<file path="config.mk">
export PLATFORM = sky130hd
export DESIGN_NAME = reg_file_flat
export DESIGN_NICKNAME = d
export VERILOG_FILES = /design/src/rtl/reg_file_pkg.sv /design/src/rtl/reg_file_if.sv /design/src/rtl/reg_file_scan.sv /design/src/rtl/reg_file.sv /design/src/flat_wrapper.sv
export SDC_FILE = /design/constraint.sdc
export NUM_CORES = 2
export LEC_CHECK = 0
export CELL_PAD_IN_SITES_DETAIL_PLACEMENT = 0
export CELL_PAD_IN_SITES_GLOBAL_PLACEMENT = 1
export CORE_MARGIN = 1
export CORE_UTILIZATION = 54
export CTS_CLUSTER_SIZE = 10
export DETAILED_ROUTE_END_ITERATION = 10
export MAX_ROUTING_LAYER = met4
export PLACE_DENSITY = 0.93
export SLEW_MARGIN = 20
export SYNTH_ARGS = -nofsm -noshare
export SYNTH_HDL_FRONTEND = slang
export SYNTH_HIERARCHICAL = 1
export SYNTH_SLANG_ARGS = --single-unit
</file>
<file path="constraint.sdc">
create_clock -name clk -period 3.95 [get_ports clk]
set_clock_uncertainty 0.15 [all_clocks]
set_input_delay 0.79 -clock clk [delete_from_list [all_inputs] [get_ports clk]]
set_output_delay 0.79 -clock clk [all_outputs]
set_load 0.005 [all_outputs]
</file>
<file path="src/rtl/reg_file_pkg.sv">
// Shared CPU definitions: default register file geometry and scan engine state encoding.
package cpu_defs;

  localparam int DFLT_DATA_W = 32;
  localparam int DFLT_ADDR_W = 5;
  localparam int REG_ZERO    = 0;

  typedef enum logic {
    SCAN_IDLE = 1'b0,
    SCAN_RUN  = 1'b1
  } scan_state_t;

endpackage

</file>
<file path="src/rtl/reg_file_if.sv">
// Register file bus: two read ports, one write port and the debug scan stream.
interface reg_file_if
  import cpu_defs::*;
#(
  parameter int DATA_W = DFLT_DATA_W,
  parameter int ADDR_W = DFLT_ADDR_W
);

  logic [ADDR_W-1:0] rd_addr_a;
  logic [DATA_W-1:0] rd_data_a;
  logic [ADDR_W-1:0] rd_addr_b;
  logic [DATA_W-1:0] rd_data_b;
  logic              we;
  logic [ADDR_W-1:0] wr_addr;
  logic [DATA_W-1:0] wr_data;
  logic              dbg_start;
  logic              dbg_ready;
  logic              dbg_valid;
  logic [ADDR_W-1:0] dbg_idx;
  logic [DATA_W-1:0] dbg_data;
  logic              dbg_last;
  logic              dbg_busy;

  modport master (
    output rd_addr_a, rd_addr_b, we, wr_addr, wr_data, dbg_start, dbg_ready,
    input  rd_data_a, rd_data_b, dbg_valid, dbg_idx, dbg_data, dbg_last, dbg_busy
  );

  modport slave (
    input  rd_addr_a, rd_addr_b, we, wr_addr, wr_data, dbg_start, dbg_ready,
    output rd_data_a, rd_data_b, dbg_valid, dbg_idx, dbg_data, dbg_last, dbg_busy
  );

endinterface

</file>
<file path="src/rtl/reg_file_scan.sv">
// Debug scan engine: streams every register out one beat per valid/ready handshake.
// First beat appears the cycle after start; holds idx/data while ready is low.
module reg_file_scan
  import cpu_defs::*;
#(
  parameter int DATA_W = DFLT_DATA_W,
  parameter int ADDR_W = DFLT_ADDR_W
) (
  input  logic              clk,
  input  logic              rst,
  input  logic              start,
  input  logic              ready,
  output logic [ADDR_W-1:0] rd_idx,
  input  logic [DATA_W-1:0] rd_data,
  output logic              valid,
  output logic [ADDR_W-1:0] idx,
  output logic [DATA_W-1:0] data,
  output logic              last,
  output logic              busy
);

  localparam logic [ADDR_W-1:0] LAST_IDX = '1;

  scan_state_t state;

  // Look one register ahead so the next beat's data is captured at the advance edge.
  assign rd_idx = idx + ADDR_W'(1);

  always_ff @(posedge clk) begin
    if (rst) begin
      state <= SCAN_IDLE;
      valid <= 1'b0;
      idx   <= '0;
      data  <= '0;
    end else begin
      case (state)
        SCAN_IDLE: begin
          if (start) begin
            state <= SCAN_RUN;
            valid <= 1'b1;
            idx   <= '0;
            data  <= '0;
          end
        end
        SCAN_RUN: begin
          if (valid && ready) begin
            if (idx == LAST_IDX) begin
              state <= SCAN_IDLE;
              valid <= 1'b0;
            end else begin
              idx  <= rd_idx;
              data <= rd_data;
            end
          end
        end
      endcase
    end
  end

  assign last = valid && (idx == LAST_IDX);
  assign busy = (state == SCAN_RUN);

endmodule

</file>
<file path="src/rtl/reg_file.sv">
// Integer register file: two combinational read ports with optional write bypass,
// one synchronous write port, register 0 hardwired to zero, plus a debug scan engine.
module reg_file
  import cpu_defs::*;
#(
  parameter int DATA_W = DFLT_DATA_W,
  parameter int ADDR_W = DFLT_ADDR_W,
  parameter bit BYPASS = 1'b1
) (
  input  logic      clk,
  input  logic      rst,
  reg_file_if.slave bus
);

  localparam int                NREGS     = 2 ** ADDR_W;
  localparam logic [ADDR_W-1:0] ZERO_ADDR = ADDR_W'(REG_ZERO);

  logic [DATA_W-1:0] regs [NREGS];
  logic [ADDR_W-1:0] scan_rd_idx;
  logic [DATA_W-1:0] scan_rd_data;
  logic              wr_live;

  assign wr_live = bus.we && (bus.wr_addr != ZERO_ADDR);

  always_ff @(posedge clk) begin
    if (rst) begin
      for (int i = 0; i < NREGS; i++) begin
        regs[i] <= '0;
      end
    end else if (wr_live) begin
      regs[bus.wr_addr] <= bus.wr_data;
    end
  end

  // Address 0 wins over bypass, so a discarded write to r0 never leaks onto a read port.
  assign bus.rd_data_a = (bus.rd_addr_a == ZERO_ADDR) ? '0 :
                         (BYPASS && bus.we && (bus.wr_addr == bus.rd_addr_a)) ? bus.wr_data :
                         regs[bus.rd_addr_a];

  assign bus.rd_data_b = (bus.rd_addr_b == ZERO_ADDR) ? '0 :
                         (BYPASS && bus.we && (bus.wr_addr == bus.rd_addr_b)) ? bus.wr_data :
                         regs[bus.rd_addr_b];

  // The scan sees the raw array: a write landing at the same edge is not in the beat.
  assign scan_rd_data = regs[scan_rd_idx];

  reg_file_scan #(
    .DATA_W (DATA_W),
    .ADDR_W (ADDR_W)
  ) u_scan (
    .clk     (clk),
    .rst     (rst),
    .start   (bus.dbg_start),
    .ready   (bus.dbg_ready),
    .rd_idx  (scan_rd_idx),
    .rd_data (scan_rd_data),
    .valid   (bus.dbg_valid),
    .idx     (bus.dbg_idx),
    .data    (bus.dbg_data),
    .last    (bus.dbg_last),
    .busy    (bus.dbg_busy)
  );

endmodule

</file>
<file path="src/flat_wrapper.sv">
// flat-port wrapper written by rule: the top's interface ports become plain ports
module reg_file_flat import cpu_defs::*;
#(
  parameter int DATA_W = DFLT_DATA_W,
  parameter int ADDR_W = DFLT_ADDR_W,
  parameter bit BYPASS = 1'b1
)
  (clk, rst, bus_rd_addr_a, bus_rd_addr_b, bus_we, bus_wr_addr, bus_wr_data, bus_dbg_start, bus_dbg_ready, bus_rd_data_a, bus_rd_data_b, bus_dbg_valid, bus_dbg_idx, bus_dbg_data, bus_dbg_last, bus_dbg_busy);
  reg_file_if #(.DATA_W(DATA_W), .ADDR_W(ADDR_W)) bus_i ();
  input  logic clk;
  input  logic rst;
  input wire logic [$bits(bus_i.rd_addr_a)-1:0] bus_rd_addr_a;
  input wire logic [$bits(bus_i.rd_addr_b)-1:0] bus_rd_addr_b;
  input wire logic [$bits(bus_i.we)-1:0] bus_we;
  input wire logic [$bits(bus_i.wr_addr)-1:0] bus_wr_addr;
  input wire logic [$bits(bus_i.wr_data)-1:0] bus_wr_data;
  input wire logic [$bits(bus_i.dbg_start)-1:0] bus_dbg_start;
  input wire logic [$bits(bus_i.dbg_ready)-1:0] bus_dbg_ready;
  output wire logic [$bits(bus_i.rd_data_a)-1:0] bus_rd_data_a;
  output wire logic [$bits(bus_i.rd_data_b)-1:0] bus_rd_data_b;
  output wire logic [$bits(bus_i.dbg_valid)-1:0] bus_dbg_valid;
  output wire logic [$bits(bus_i.dbg_idx)-1:0] bus_dbg_idx;
  output wire logic [$bits(bus_i.dbg_data)-1:0] bus_dbg_data;
  output wire logic [$bits(bus_i.dbg_last)-1:0] bus_dbg_last;
  output wire logic [$bits(bus_i.dbg_busy)-1:0] bus_dbg_busy;
  assign bus_i.rd_addr_a = bus_rd_addr_a;
  assign bus_i.rd_addr_b = bus_rd_addr_b;
  assign bus_i.we = bus_we;
  assign bus_i.wr_addr = bus_wr_addr;
  assign bus_i.wr_data = bus_wr_data;
  assign bus_i.dbg_start = bus_dbg_start;
  assign bus_i.dbg_ready = bus_dbg_ready;
  assign bus_rd_data_a = bus_i.rd_data_a;
  assign bus_rd_data_b = bus_i.rd_data_b;
  assign bus_dbg_valid = bus_i.dbg_valid;
  assign bus_dbg_idx = bus_i.dbg_idx;
  assign bus_dbg_data = bus_i.dbg_data;
  assign bus_dbg_last = bus_i.dbg_last;
  assign bus_dbg_busy = bus_i.dbg_busy;
  reg_file #(.DATA_W(DATA_W), .ADDR_W(ADDR_W), .BYPASS(BYPASS)) u_core (.clk(clk), .rst(rst), .bus(bus_i));
endmodule
</file>
==> summary.txt <==
STA
  – RSZ-0062 raised after global routing: true
  – Final slew viol count: 0
  – Setup TNS: -0.933 ns
  – Final Hold Viols: 0
  – Slew headroom: 12.4%
  – Minimum clock period: 4.08 ns
  – Worst Tran Pin Value: 1.31 ns
  – Hold_ws: 0.315 ns
  – Achievable Freq: 245 MHz
  – Final period util: 103%
  – Final worst slack: -0.132 ns
  – Final setup fails: 18

Power
  – Part of the power in the clock network: 35.6%
  – Worst VDD drop: 0.000445 V
  – Net Sw Frac: 27.1%
  – Sw Pwr: 7.81 mW
  – Flop pwr share: 46.7%
  – Int Pwr: 21.0 mW
  – Cell Pwr Density: 371 nW/um2
  – P_leak: 27.4 nW
  – Gate power share: 17.7%
  – Pwr Total: 28.8 mW

Floorplanning
  – Standard-cell rows: 126
  – Die Height: 347 um
  – Core region area: 118000 um2
  – Top Ports: 156
  – Die W: 347 um
  – Die area: 121000 um2
  – Starting Density: 54.5%

Setup path
  – CP max-delay cell: a221oi_1
  – Worst path top cell family by delay: compound AO/OA/AOI/OAI gates
  – CP arrival: 3.14 ns
  – CP Buf/Inv Count: 3
  – Reg2Reg Depth: 7
  – Crit path largest cell delay: 0.46 ns
  – Most used cell, CP: buf_4
  – Crit start category: input port
  – Cell Chain, Critical Path: buf_4, nor2_2, buf_4, a221oi_1, o21ai_0, a211oi_2, a221o_1, buf_2
  – Critical path required time: 3.01 ns
  – CP Capture Type: output pin
  – CP Depth: 8
  – Largest fanout on the critical path: 15
  – FF-to-FF Start: u_core/u_scan/idx[0]
  – Crit Path Category: input port to output pin
  – R2r endpoint: u_core/u_scan/data[18]
  – R2R setup slack: 0.56 ns

GRT
  – First-pass GRT wire length: 370000 um
  – Vias in the first global route: 49700
  – Grt ovf: 0
  – Largest net degree at the start of global routing: 104
  – Antenna violations before repair: 31
  – Global Route Usage Sum: 45.6%

Routing
  – Drt pass-1 iters: 11
  – Via count: 52000
  – Post-route antenna net violation count: 0
  – Final wirelength: 270000 um
  – Drt via density: 7.89
  – 1st-iter DRT viols: 11000
  – Wire length per cell: 41.0 um
  – DR DRC count: 4

CTS
  – Clk root buf: clkbuf_16
  – H-tree depth: 3
  – Cts-stage hold buffer count: 0
  – Num Clock Sinks: 1063
  – Clk_lat worst skew: 0.77 ns
  – Num CTS Buffers: 121
  – Reg clk slew, reported paths: 0.05 ns
  – Clock buffer depth: 3
  – CTS tree: yes

Yosys
  – Top cell type's share of synthesized area: 47.7%
  – Synth area leaders: edfxtp_1 48%, mux4_2 26%, and2_1 9.7%
  – Synth Cell Area: 64400 um2
  – Post-synth top area cell: edfxtp_1
  – Synthesis-stage register bit count: 1063
  – Async SR Flop Fraction: 0%
  – Count of cell types in the netlist: 60
  – Cells after Synth: 4463
  – Post-synthesis sequential area ratio: 48.9%
  – Synth warn: 6
  – Syn avg cell area: 14.4 um2
  – Post-synth EDFFs: 1024
  – Ys flop type: edfxtp_1

Finish
  – Area Growth Syn to Fin: 20.6%
  – Share of cells above drive strength 1: 36.5%
  – Design area: 77700 um2
  – Final net count: 4987

Outcome
  – Status: finished, violations left
  – Failing checks: DRC, setup timing

Worst hold path
  – Worst hold path type: flop to flop
  – Hold Path End: u_core/u_scan/data[12]
  – Worst Hold Depth: 2
  – Hold wc startpoint: u_core/u_scan/data[12]

Placement
  – Post-DP Area: 72100 um2
  – Port Buffers: 155
  – DP HPWL: 166000 um
  – GPL Wtd Cong: 1.07

Run
  – Number of max-cap violations: 0
==> flip-flops by register name, summed over array words and instances (netlist names) <==
signal / flops
u_core/u_scan/busy: 1
u_core/u_scan/idx: 5
u_core/regs: 1024
u_core/u_scan/data: 32
u_core/u_scan/valid: 1
==> tightest hold or removal path, delay by kind of cell (launching register included) <==
| kind | cells | cell delay (ns) |
|---|---|---|
| AOI/OAI and AO/OA | 1 | 0.06 |
| DFF | 1 | 0.30 |
| and+or+nand+nor | 1 | 0.06 |
==> repair_timing <==
item                       CTS  global route
cloned                      12             2
gates resized for setup    303            71
setup endpoints to repair   64            47
pin swaps                   59            26
buffers inserted            60            23
==> cells in the final DEF, fill, tap and decap left out, types with 21 or more instances in the layout <==
cell and instances:
a21oi_1 89, a22oi_1 108, and2_1 997, buf_12 153
buf_4 445, buf_6 40, clkbuf_1 38, clkbuf_16 124
clkdlybuf4s50_1 79, conb_1 32, dfxtp_1 39, diode_2 64
dlygate4sd2_1 34, edfxtp_1 1024, mux2_2 59, mux2i_1 167
mux4_2 735, nand2_1 153, nand3_1 78, nor2_1 40
nor2_4 40, nor2b_1 21, o21ai_0 30, o22ai_1 39
or2_2 34
==> worst max path at each step <==
stage	slack, ns	start	end
final	-0.13	bus_rd_addr_b[2]	bus_rd_data_b[25]
after global routing	-0.1	bus_rd_addr_a[4]	bus_rd_data_a[31]
after CTS	-0.09	bus_rd_addr_a[0]	bus_rd_data_a[16]
after detailed placement	-0.91	bus_rd_addr_a[4]	bus_rd_data_a[31]
after global placement	-0.86	bus_rd_addr_a[4]	bus_rd_data_a[31]
after floorplan	0.52	bus_rd_addr_b[0]	bus_rd_data_b[30]
==> synthesized netlist by cell type, drive strengths merged, types with 55 or more instances <==
| library cell | instances |
|---|---|
| nand3 | 78 |
| buf | 169 |
| mux2 | 59 |
| edfxtp | 1024 |
| o21ai | 55 |
| mux4 | 735 |
| clkbuf | 326 |
| mux2i | 167 |
| a21oi | 105 |
| nor2 | 86 |
| nand2 | 156 |
| and2 | 998 |
| a22oi | 119 |
==> cell families after synthesis <==
family	Yosys count	synth area share [%]
multiplexers	961	29.3
flip-flops	1063	48.9
XOR/XNOR	12	0.163
adder cells (fa/ha/maj)	2	0.0388
AO/OA/AOI/OAI	474	5.03
buffers and inverters	502	3.47
other	1	0.00582
AND/OR/NAND/NOR	1448	13.0
==> per-layer routing <==
| metal | GRT usage (%) | part of all wire [%] | vias up |
|---|---|---|---|
| met5 | - | 0 | - |
| met4 | 36.0 | 10 | 0 |
| met3 | 23.1 | 20 | 1930 |
| met2 | 60.7 | 41 | 6539 |
| met1 | 51.6 | 29 | 24900 |
| li1 | - | - | 18600 |
==> per-stage QoR <==
stage          util (%)  cells  setup slack [ns]
2_1_floorplan         -   4494             0.521
3_3_place_gp       61.0   6253            -0.859
3_5_place_dp       61.0   6253            -0.908
4_1_cts            65.2   6501           -0.0861
5_1_grt            65.6   6551           -0.0986
6_report           65.7   6587            -0.132
==> power groups by stage <==
stage	logic, mW	registers (mW)	clock network, mW
2_1_floorplan	2.49	13.5	0
3_3_place_gp	4.54	13.6	0
3_5_place_dp	4.58	13.6	0
4_1_cts	4.77	13.4	10.2
5_1_grt	5.08	13.5	10.6
6_report	5.10	13.5	10.3
==> area by class of cell <==
| class | count | area [um2] |
|---|---|---|
| fill | 7822 | 40500 |
| clock inverter | 16 | 134 |
| antenna | 64 | 160 |
| tap | 1536 | 1920 |
| inverter | 7 | 41.3 |
| sequential | 1063 | 31500 |
| timing repair buffer | 810 | 8910 |
| clock buffer | 161 | 3220 |
| multi-input combinational | 2930 | 31800 |
(Power assumes the default switching activity.)
